`src/rtl/inst_fetch_ctrl.sv`:
```
// inst_fetch_ctrl: single-entry instruction fetch controller.
// Requests the word at PC from instruction memory. It holds the returned word in IR
// until decode takes it, and pulses PC_enable once for each instruction it delivers.
// A Flush from decode discards the held word. If a request is still in flight, its
// answer is discarded as well.
// Optional feature: define FETCH_TIMEOUT_EN to add a fetch watchdog. After WAIT_MAX
// unacknowledged request cycles, the controller parks in ERR and raises Fetch_err.
// Only reset leaves ERR.
module inst_fetch_ctrl #(
    parameter int unsigned WAIT_MAX = 255
) (
    input  logic        Clock,
    input  logic        Reset_n,
    input  logic [31:0] PC,
    output logic        PC_enable,
    input  logic        Flush,
    output logic        Mem_req,
    output logic [31:0] Mem_addr,
    input  logic        Mem_ack,
    input  logic [31:0] Mem_rdata,
    output logic [31:0] IR,
    output logic [31:0] IR_pc,
    output logic        IR_valid,
    input  logic        Dec_ready,
    output logic        Fetch_err
);

    // Elaboration-time guard on the watchdog limit
    if (WAIT_MAX < 1 || WAIT_MAX > 255) begin : gWaitMaxRange
        $error("inst_fetch_ctrl: WAIT_MAX must be in 1..255");
    end

`ifdef FETCH_TIMEOUT_EN
    typedef enum logic [1:0] {IDLE = 2'd0, REQ = 2'd1, FULL = 2'd2, ERR = 2'd3} fetchState_t;
`else
    typedef enum logic [1:0] {IDLE = 2'd0, REQ = 2'd1, FULL = 2'd2} fetchState_t;
`endif

    fetchState_t state;
    logic        dropPending;   // next ack belongs to a flushed request

`ifdef FETCH_TIMEOUT_EN
    logic [7:0]  waitCnt;
    logic        fetchErrQ;
    localparam logic [7:0] WaitLast = 8'(WAIT_MAX - 1);
`endif

    // The request is only visible while in REQ; otherwise the port shows the held address
    assign Mem_req  = (state == REQ);
    assign Mem_addr = Mem_req ? PC : IR_pc;

`ifdef FETCH_TIMEOUT_EN
    assign Fetch_err = fetchErrQ;
`else
    assign Fetch_err = 1'b0;
`endif

    // Fetch FSM: reset beats Flush, and Flush beats ack/handshake
    always_ff @(posedge Clock) begin
        if (!Reset_n) begin
            state       <= IDLE;
            IR          <= '0;
            IR_pc       <= '0;
            IR_valid    <= 1'b0;
            PC_enable   <= 1'b0;
            dropPending <= 1'b0;
`ifdef FETCH_TIMEOUT_EN
            waitCnt     <= '0;
            fetchErrQ   <= 1'b0;
`endif
        end else begin
            PC_enable <= 1'b0;
            case (state)
                IDLE: state <= REQ;
                REQ: begin
                    if (Flush) begin
                        // If the flushed request is still outstanding, its ack must be eaten later
                        dropPending <= !Mem_ack;
`ifdef FETCH_TIMEOUT_EN
                        waitCnt     <= '0;
`endif
                    end else if (Mem_ack) begin
                        dropPending <= 1'b0;
`ifdef FETCH_TIMEOUT_EN
                        waitCnt     <= '0;
`endif
                        if (!dropPending) begin
                            IR        <= Mem_rdata;
                            IR_pc     <= PC;
                            IR_valid  <= 1'b1;
                            PC_enable <= 1'b1;
                            state     <= FULL;
                        end
                    end else begin
`ifdef FETCH_TIMEOUT_EN
                        if (waitCnt == WaitLast) begin
                            waitCnt   <= '0;
                            fetchErrQ <= 1'b1;
                            state     <= ERR;
                        end else begin
                            waitCnt <= waitCnt + 8'd1;
                        end
`endif
                    end
                end
                FULL: begin
                    if (Flush || Dec_ready) begin
                        IR_valid <= 1'b0;
                        state    <= REQ;
                    end
                end
`ifdef FETCH_TIMEOUT_EN
                ERR: state <= ERR;
`endif
                default: state <= IDLE;
            endcase
        end
    end

endmodule

```
`config.mk`:
```
export PLATFORM = sky130hd
export DESIGN_NAME = inst_fetch_ctrl
export DESIGN_NICKNAME = d
export VERILOG_FILES = /design/src/rtl/inst_fetch_ctrl.sv
export SDC_FILE = /design/constraint.sdc
export NUM_CORES = 1
export LEC_CHECK = 0
export CAP_MARGIN = 0
export CORE_ASPECT_RATIO = 1.4
export CORE_MARGIN = 2
export CORE_UTILIZATION = 39
export CTS_CLUSTER_SIZE = 40
export DETAILED_ROUTE_END_ITERATION = 10
export PLACE_DENSITY = 0.78
export RECOVER_POWER = 25
export REMOVE_ABC_BUFFERS = 1
export SYNTH_ARGS = -nofsm -noshare
export SYNTH_HDL_FRONTEND = slang
export SYNTH_SLANG_ARGS = --single-unit
```
`constraint.sdc`:
```
create_clock -name Clock -period 1.7 [get_ports Clock]
set_input_delay 0.17 -clock Clock [delete_from_list [all_inputs] [get_ports Clock]]
set_output_delay 0.17 -clock Clock [all_outputs]
set_load 0.05 [all_outputs]
```
After elaboration in Yosys (flattened, before gate mapping)
Cells that the tools add are included.
Word-level totals
  flip-flop bits (word level): 69
  input port bits: 69
Operators by class
  eq/ne operators: 6
  multiplexer cells: 14
  bitwise logic cells: 5
  reduce and logical (&&, ||, !) cells: 10
Operator list (count)
  $mux W32: 1
  $mux W2: 4
  $reduce_and A4 Y1: 2
  $mux W1: 7
  $ne A2 B2 Y1 const B: 3
  $pmux W2 S3: 1
  $not A1 Y1: 5
  $reduce_and A5 Y1: 1
  $reduce_bool A2 Y1: 2
  $reduce_or A4 Y1: 1
  $eq A2 B1 Y1 const B: 1
  $eq A2 B2 Y1 const B: 1
  $logic_not A2 Y1: 1
  $ne A2 B1 Y1 const B: 1
  $pmux W1 S2: 1
  $reduce_and A2 Y1: 1
  $logic_not A1 Y1: 1
  $logic_or A1 B1 Y1: 1

Logic depth before layout (Yosys ltp)
Gate-level depths: netlist (run 1).
  word-level depth: 4
  depth in mapped cells: 5

Least setup slack after synthesis (run 1)
Ideal clock, no wire load.
  path kind: register to output
  start point: register state[0]
  end point: output Mem_addr[18]
  arrival: 1346 ps
  path slack: 184 ps
  stages on the path, launching flop included: 5
  cells stage by stage: dfxtp_1 -> nor2b_1 -> buf_4 -> buf_6 -> mux2_2
On the way
  longest elaborated chain between the ends: 2
RTL lines
  start: declaration: line 39  | fetchState_t state;
  start signal: assignment: line 61  | state <= IDLE;
  start signal: assignment: line 74  | IDLE: state <= REQ;
  start signal: assignment: line 92  | state <= FULL;
  $eq A2 B1 Y1: line 49  | assign Mem_req = (state == REQ);
  named net Mem_req: line 17  | output logic Mem_req,
  $mux W32: line 50  | assign Mem_addr = Mem_req ? PC : IR_pc;
  end: declaration: line 18  | output logic [31:0] Mem_addr,
The timed path passes the listed nets, and every way through them passes these cells.

Worst setup path in the final report (run 1)
  start point: register state[0]
  end point: output Mem_addr[4]
On the way
  longest elaborated chain between the ends: 2
RTL lines (line)
  $eq A2 B1 Y1: 49
  $mux W32: 50
No other way between the ends.

==> results by stage, run 1 <==
Run status:
- The run finished, with violations left.
- The final reports fail on setup timing.

Global route:
- The number of global-route vias before repair is 2,852.
- The overall overflow remaining after global route is 0.
- Global routing consumed, over all layers together, 19.5% of the routing resources.
- The initial antenna violation count is 0.
- The global-route wire length before repair is 13,800 um.
- Entering global routing, the biggest net connects 50 pins.

Worst setup path:
- In this run the number of cells on the critical path is 5.
- The critical path contains buffers and inverters numbering 3 combined.
- STA classifies the critical path startpoint as a register.
- The worst setup path is of the register to output pin kind.
- The worst reg-to-reg path cell count is 5.
- STA puts the critical path data required time at 1530 ps.
- The largest single stage delay on the critical path is 330 ps.
- Walking the worst path, the cells encountered are nor2b_4 -> buf_12 -> clkbuf_16 -> mux2_4 -> buf_8.
- The slowest stage of the critical path is the dfxtp_2 cell.
- In this run the worst path has a maximum fanout of 7.
- The endpoint kind of the worst setup timing path is an output pin.
- Broken down by cell family, the worst path's largest delay share belongs to buffers and inverters.
- The data arrival at the endpoint of the critical path is 1600 ps.

Cells and area:
- The final instance area is 0.00543 mm2.
- The number of antenna cells inserted is 0.
- The library cell used most frequently in the layout, excluding fill and tap cells, is nand2_1.
- In the final layout, the share of cells above drive strength 1 is 20.2%.
- The library cells used most frequently in the layout, excluding fill and tap cells, are nand2_1, clkdlybuf4s50_1, dfxtp_1.
- The area growth from synthesis to layout is 71.1%.
- The count of nets after finishing is 575.
- The post-route core utilization is 69.2%.

Die:
- The floorplan step defined a die boundary enclosing 0.00888 mm2.
- The starting density of the core is 40.4%.
- The die extent in y is 111 um.
- The number of standard-cell rows in the floorplan is 38.
- After floorplanning, the core was sized to cover 0.00785 mm2.
- Pin placement for this block handled 169 I/O pins.
- The floorplan die width is 80.2 um.

STA:
- The post-route minimum period is 1770 ps.
- Setup violations remaining at the end of the flow were counted as 32.
- Setup repair after global routing could not meet its margin everywhere.
- The final worst setup slack is -74.4 ps.
- Headroom to the max-slew limit came out at 56.3%.
- For the pin with the worst max-slew slack, the measured transition is 658 ps.
- The largest clock skew in the final design is 8.81 ps.
- Based on the critical path, the design can be clocked at up to 564 MHz.
- The max-slew violation count is 0.
- Dividing the final minimum period by the clock period gives 104%.
- The number of hold violations in the final report is 0.

Clocking:
- The total clock sinks is 69.
- In this run the number of H-tree levels came out at 3.
- The insertion delay of the later-clocked pin in the worst-skew pair is 320 ps.
- TritonCTS created 9 clock buffers.
- The number of buffers between clock root and the deepest sink is 2.
- The cts-stage hold buffer count is 0.
- The TritonCTS clock tree is done.
- The root buffer cell chosen for the clock tree is clkbuf_8.
- The clock input transition at the sequential cells of the worst setup and hold paths is 70 ps.

Logic synthesis:
- Summing the sequential cell areas from Yosys gives 43.5% of the chip area.
- The number of flops mapped to enable cells by yosys is 0.
- By area the synthesized netlist is led by dfxtp_1, mux2i_1, nand2_1, mux2_2, buf_6.
- The average instance area after synthesis is 9.44 um2.
- The total standard cell area after synthesis is 0.00317 mm2.
- After synthesis, the largest area contributor takes up 43.5% of total cell area.
- The number of register bits inferred by synthesis is 69.
- The predominant post-synthesis flop cell is dfxtp_1.
- The count of synthesis-stage warnings from yosys is 0.
- The count of cell types in the netlist is 23.
- Of all cell types, the one taking the most synthesized area is dfxtp_1.
- Of all flip-flops after synthesis, the portion carrying an async set or reset was 0%.
- The cell count after synthesis came out at 336.

Routing:
- The final routed wirelength across all metal layers is 9510 um.
- Signal routing reaches up to met4.
- The DRC violation count after routing is 0.
- The average wire length per cell after detail routing is 15.6 um.
- Across all layers, the routed design uses 2,941 vias.
- The total iterations of the first detailed-routing run is 4.
- In this run the remaining antenna-violating nets after routing total 0.
- For this block, the initial DRC count from the detailed router was 103.
- Summed over all nets, wire length on met3 after detailed routing comes to 567 um.
- In the routed layout, each cell is associated on average with a via count of 4.82.
- The total routed wire length on the met1 layer is 3550 um.
- After detailed routing, the met2 layer carries 5200 um of wire.

Worst hold path:
- The worst min-delay path class is input port to register.
- The number of cells on the worst hold path is 3.

Placement:
- The routability congestion estimate is 0.749.
- The placement-stage worst setup slack is 1.31 ps.
- The detailed placer's ending HPWL is 6220 um.
- The placement-stage cell area is 0.00484 mm2.
- The number of buffers added on ports is 167.

Pwr:
- The peak ir drop on the vdd network is 0.531 mV.
- For this design the static power due to leakage is 2.31 nW.
- Power spread over the standard cell area amounts to 835 mW/mm2.

Run:
- The max capacitance violation total is 0.
[registers in the layout, summed over array words and instances, names as in the netlist]
name	cells
IR	32
IR_pc	32
state	2
IR_valid	1
PC_enable	1
dropPending	1
[logic make-up (layout without fill, tap and decap cells)]
logic type | after synthesis | after routing | share of synthesized area, %
and+or+nand+nor | 136 | 136 | 17.4
muxes | 96 | 96 | 31.5
DFF | 69 | 69 | 43.5
buffers and inverters | 28 | 202 | 6.15
AOI/OAI and AO/OA | 6 | 6 | 1.26
other | 1 | 1 | 0.118
[worst min-delay path, delay by kind of cell]
family	cells	cell delay (ps)
buffers and inverters	1	210
muxes	1	50
and+or+nand+nor	1	100
[cell type report]
| class | count | area (um2) |
|---|---|---|
| multi-input combinational | 239 | 1710 |
| clock inverter | 4 | 72.6 |
| timing repair buffer | 186 | 1990 |
| fill | 611 | 2410 |
| tap | 100 | 125 |
| inverter | 1 | 3.75 |
| sequential | 69 | 1390 |
| clock buffer | 11 | 141 |
[worst paths after layout]
check	from	slack, ps	endpoint
min	Reset_n	260	IR[29]$_SDFFE_PN0P_
max reg2reg	state[0]$_SDFFE_PN0P_	80	IR_pc[7]$_SDFFE_PN0P_
min reg2reg	IR[4]$_SDFFE_PN0P_	460	IR[4]$_SDFFE_PN0P_
max	state[0]$_SDFFE_PN0P_	-70	Mem_addr[4]
[layer usage]
layer / vias up / GRT usage, %
li1: 1439 / -
met2: 105 / 35.8
met1: 1382 / 21.3
met3: 15 / 4.07
met4: 0 / 7.34
met5: - / 0
[timing repair]
item                                    4_1_cts  5_1_grt
gates cloned                                  2        2
endpoints found under the setup margin       37       54
buffers inserted                              3        1
gates resized for setup                      52       76
[cells in the mapped netlist, types with 2 or more instances]
cell type / instances
buf_1: 3
o21a_1: 3
nand2_1: 128
buf_6: 5
mux2i_1: 64
clkbuf_1: 9
mux2_2: 32
buf_2: 3
buf_4: 4
nor3_1: 2
dfxtp_1: 69
buf_8: 3
[through the flow]
step                std cells  hold slack, ps  power (mW)  setup TNS (ps)
finish                    610             257        4.53           -1730
detailed placement        587             449        2.91               0
global route              610             254        4.69           -3470
CTS                       607             241        4.47           -2610
global placement          587             441        2.89               0
floorplan                 309             262        2.41          -91720
[power by group]
group | total (mW) | switching [mW] | internal (mW)
clock network | 1.45 | 0.595 | 0.857
logic | 1.37 | 0.742 | 0.629
registers | 1.71 | 0.0377 | 1.67
total | 4.53 | 1.37 | 3.16
No activity file was read; power rests on OpenSTA's default activity.
==> inputs of run 2 (changes only) <==
CORE_MARGIN = 3   (was 2)
==> results by stage, run 2 (synthesized netlist as in run 1, its figures left out) <==
Run status:
- The flow ran to the end, but the final reports show violations.
- The final reports fail on setup timing.

Cells and area:
- The leading cell type in the layout, fill and taps excluded is nand2_1.
- The repair_antennas step left the layout with diodes totalling 0.
- The library cells used most frequently in the layout, excluding fill and tap cells, are nand2_1, clkdlybuf4s50_1, dfxtp_1.
- The area growth from synthesis to layout is 69.8%.
- The fraction of final layout cells with drive strength greater than 1 is 23.1%.
- The count of nets after finishing is 574.
- The largest registers in the layout are IR x32, IR_pc x32, state x2.

Worst hold path:
- The worst min-delay path startpoint is Reset_n.
- The min-delay analysis places its worst path in the category input port to register.
- The number of cells on the worst hold path is 3.
- The endpoint with the worst hold slack is IR[19]$_SDFFE_PN0P_.

Worst setup path:
- The critical path in this run is classified as register to output pin.
- The data arrival at the endpoint of the critical path is 1640 ps.
- The startpoint type of the worst setup path is a register.
- The number of gates on the worst path with buffers counted is 5.
- STA puts the critical path data required time at 1530 ps.
- In this run the critical register-to-register path is captured at IR[25]$_SDFFE_PN0P_.
- The combined buffer and inverter count along the critical path is 3.
- The signal on the critical path passes through nor2b_4 -> buf_6 -> buf_6 -> mux2_2 -> buf_6.
- For flop-to-flop paths, the worst setup slack is 180 ps.
- The largest individual stage delay along the critical path comes from the cell dfxtp_4.
- The worst setup path is captured at an output pin.
- The most common cell type on the critical path is buf_6.
- The largest single stage delay on the critical path is 350 ps.
- The startpoint identified for the worst register-to-register timing path is state[0]$_SDFFE_PN0P_.
- The category of cells accounting for the largest share of critical-path delay is buffers and inverters.
- For the worst flop-to-flop path, the logic depth is 5.
- Of all nets on the critical path, the largest fanout is 5.

Routing:
- The number of routed nets with antenna violations is 0.
- The detailed router placed 2,921 vias in this run.
- The final layout contains routed wiring with a total length of 9270 um.
- The DRC violation count after routing is 0.
- The detail-routed via count per cell is 4.79.
- In the final routed layout, each cell accounts on average for 15.2 um.
- The first detailed-routing pass took 4 iterations.
- The count of routing violations after the opening detailed-route iteration is 83.

STA:
- In the post-route analysis, the smallest setup slack over all paths is -109 ps.
- Headroom to the max-slew limit came out at 64.4%.
- Between clock sinks in the finished design, the worst skew comes to 10.5 ps.
- The number of hold violations in the final report is 0.
- The timing-limited maximum frequency is 553 MHz.
- For the pin with the worst max-slew slack, the measured transition is 534 ps.
- The count of final setup violators is 32.
- The final sum of negative setup slack is -2990 ps.
- Setup repair after global routing could not meet its margin everywhere.
- The max-slew violation count is 0.
- The final-layout worst hold slack is 243 ps.
- The final cycle utilization of the critical path is 106%.
- The post-route minimum period is 1810 ps.

Die:
- For this configuration, the core starts out at a cell density of 40.4%.
- The floorplan die width is 82.2 um.
- Measured along the y axis, the die boundary spans 113 um.
- During I/O placement, the number of pins put on the boundary was 169.
- The area of the placeable core is 0.00785 mm2.
- The number of standard-cell rows in the floorplan is 38.
- The floorplan step defined a die boundary enclosing 0.00927 mm2.

Global route:
- The initial antenna violation count was 0.
- The largest net degree at the start of global routing is 61.
- The global-route wire length before repair is 14,200 um.
- The overall routing resource usage is 19.9%.
- The number of global-route vias before repair is 2,905.
- The overall overflow remaining after global route is 0.

Pwr:
- For this design the ratio of total power to cell area is 807 mW/mm2.
- Across the VDD grid, the largest voltage drop is 0.494 mV.
- The leakage component of the power is 2.69 nW.

Placement:
- Buffers placed on the I/O ports in this run total 167.
- The placement-stage worst setup slack is -31.7 ps.
- Routability-driven placement finished with a final weighted congestion of 0.756.
- The detailed placer's ending HPWL is 6320 um.

Clocking:
- For the worst-skew pair, the clock arrives at the later sink with an insertion delay of 350 ps.
- Counting the buffers created by CTS gives 9.
- In this run the clock root is driven by a clkbuf_8.
- Counting along the longest clock path gives a buffer depth of 2.
- The total clock sinks is 69.
- The TritonCTS clock tree is done.
- The number of hold buffers added after CTS was 0.
- The number of H-tree levels is 3.
- The clock input transition at the sequential cells of the worst setup and hold paths is 80 ps.

Run:
- The tool flagged a number of max-cap violations equal to 0.
## run 2: timing repair
action,CTS,global route
buffers inserted,9,0
resized for setup,86,39
gates cloned,3,0
setup endpoints to repair,56,58
## run 2: routing by layer
layer	global-route usage [%]	part of all wire, %	vias to the layer above
met5	0	0	-
met4	6.10	1.6	0
met3	6.21	6.8	13
met2	36.8	56	96
met1	20.5	36	1369
li1	-	-	1443
## run 2: per-stage QoR
stage	instances	total power, mW	utilization, %	instance area (um2)
6_report	610	4.35	68.7	5390
5_1_grt	610	4.51	68.7	5390
4_1_cts	612	4.39	67.8	5320
3_5_place_dp	584	2.90	61.0	4790
3_3_place_gp	584	2.88	61.0	4790
2_1_floorplan	309	2.41	-	2980
## run 2: where the power goes
part,internal (mW),leakage [nW],switching (mW)
logic,0.578,2.03,0.721
registers,1.67,0.561,0.0365
clock network,0.681,0.0954,0.661
total,2.93,2.69,1.42
## run 2: cell type report
class	instances	area, um2
inverter	1	3.75
clock inverter	7	76.3
timing repair buffer	185	2020
multi-input combinational	239	1650
fill	628	2460
sequential	69	1390
tap	100	125
clock buffer	9	124
## run 2: worst max-delay path by stage
stage                                      from                   to  slack, ps
after floorplan           state[0]$_SDFFE_PN0P_          Mem_addr[0]      -1690
after global placement                    Flush  IR[16]$_SDFFE_PN0P_         50
after detailed placement                  Flush  IR[25]$_SDFFE_PN0P_        -30
after CTS                 state[0]$_SDFFE_PN0P_         Mem_addr[13]       -150
after global routing      state[0]$_SDFFE_PN0P_         Mem_addr[25]       -170
final                     state[0]$_SDFFE_PN0P_         Mem_addr[25]       -110
## run 2: worst register-to-register path, stage by stage (launching register included)
cell and delay, ps:
dfxtp_4 350, buf_4 100, nand4bb_1 210, nor2_4 210, buf_12 290, mux2i_1 280
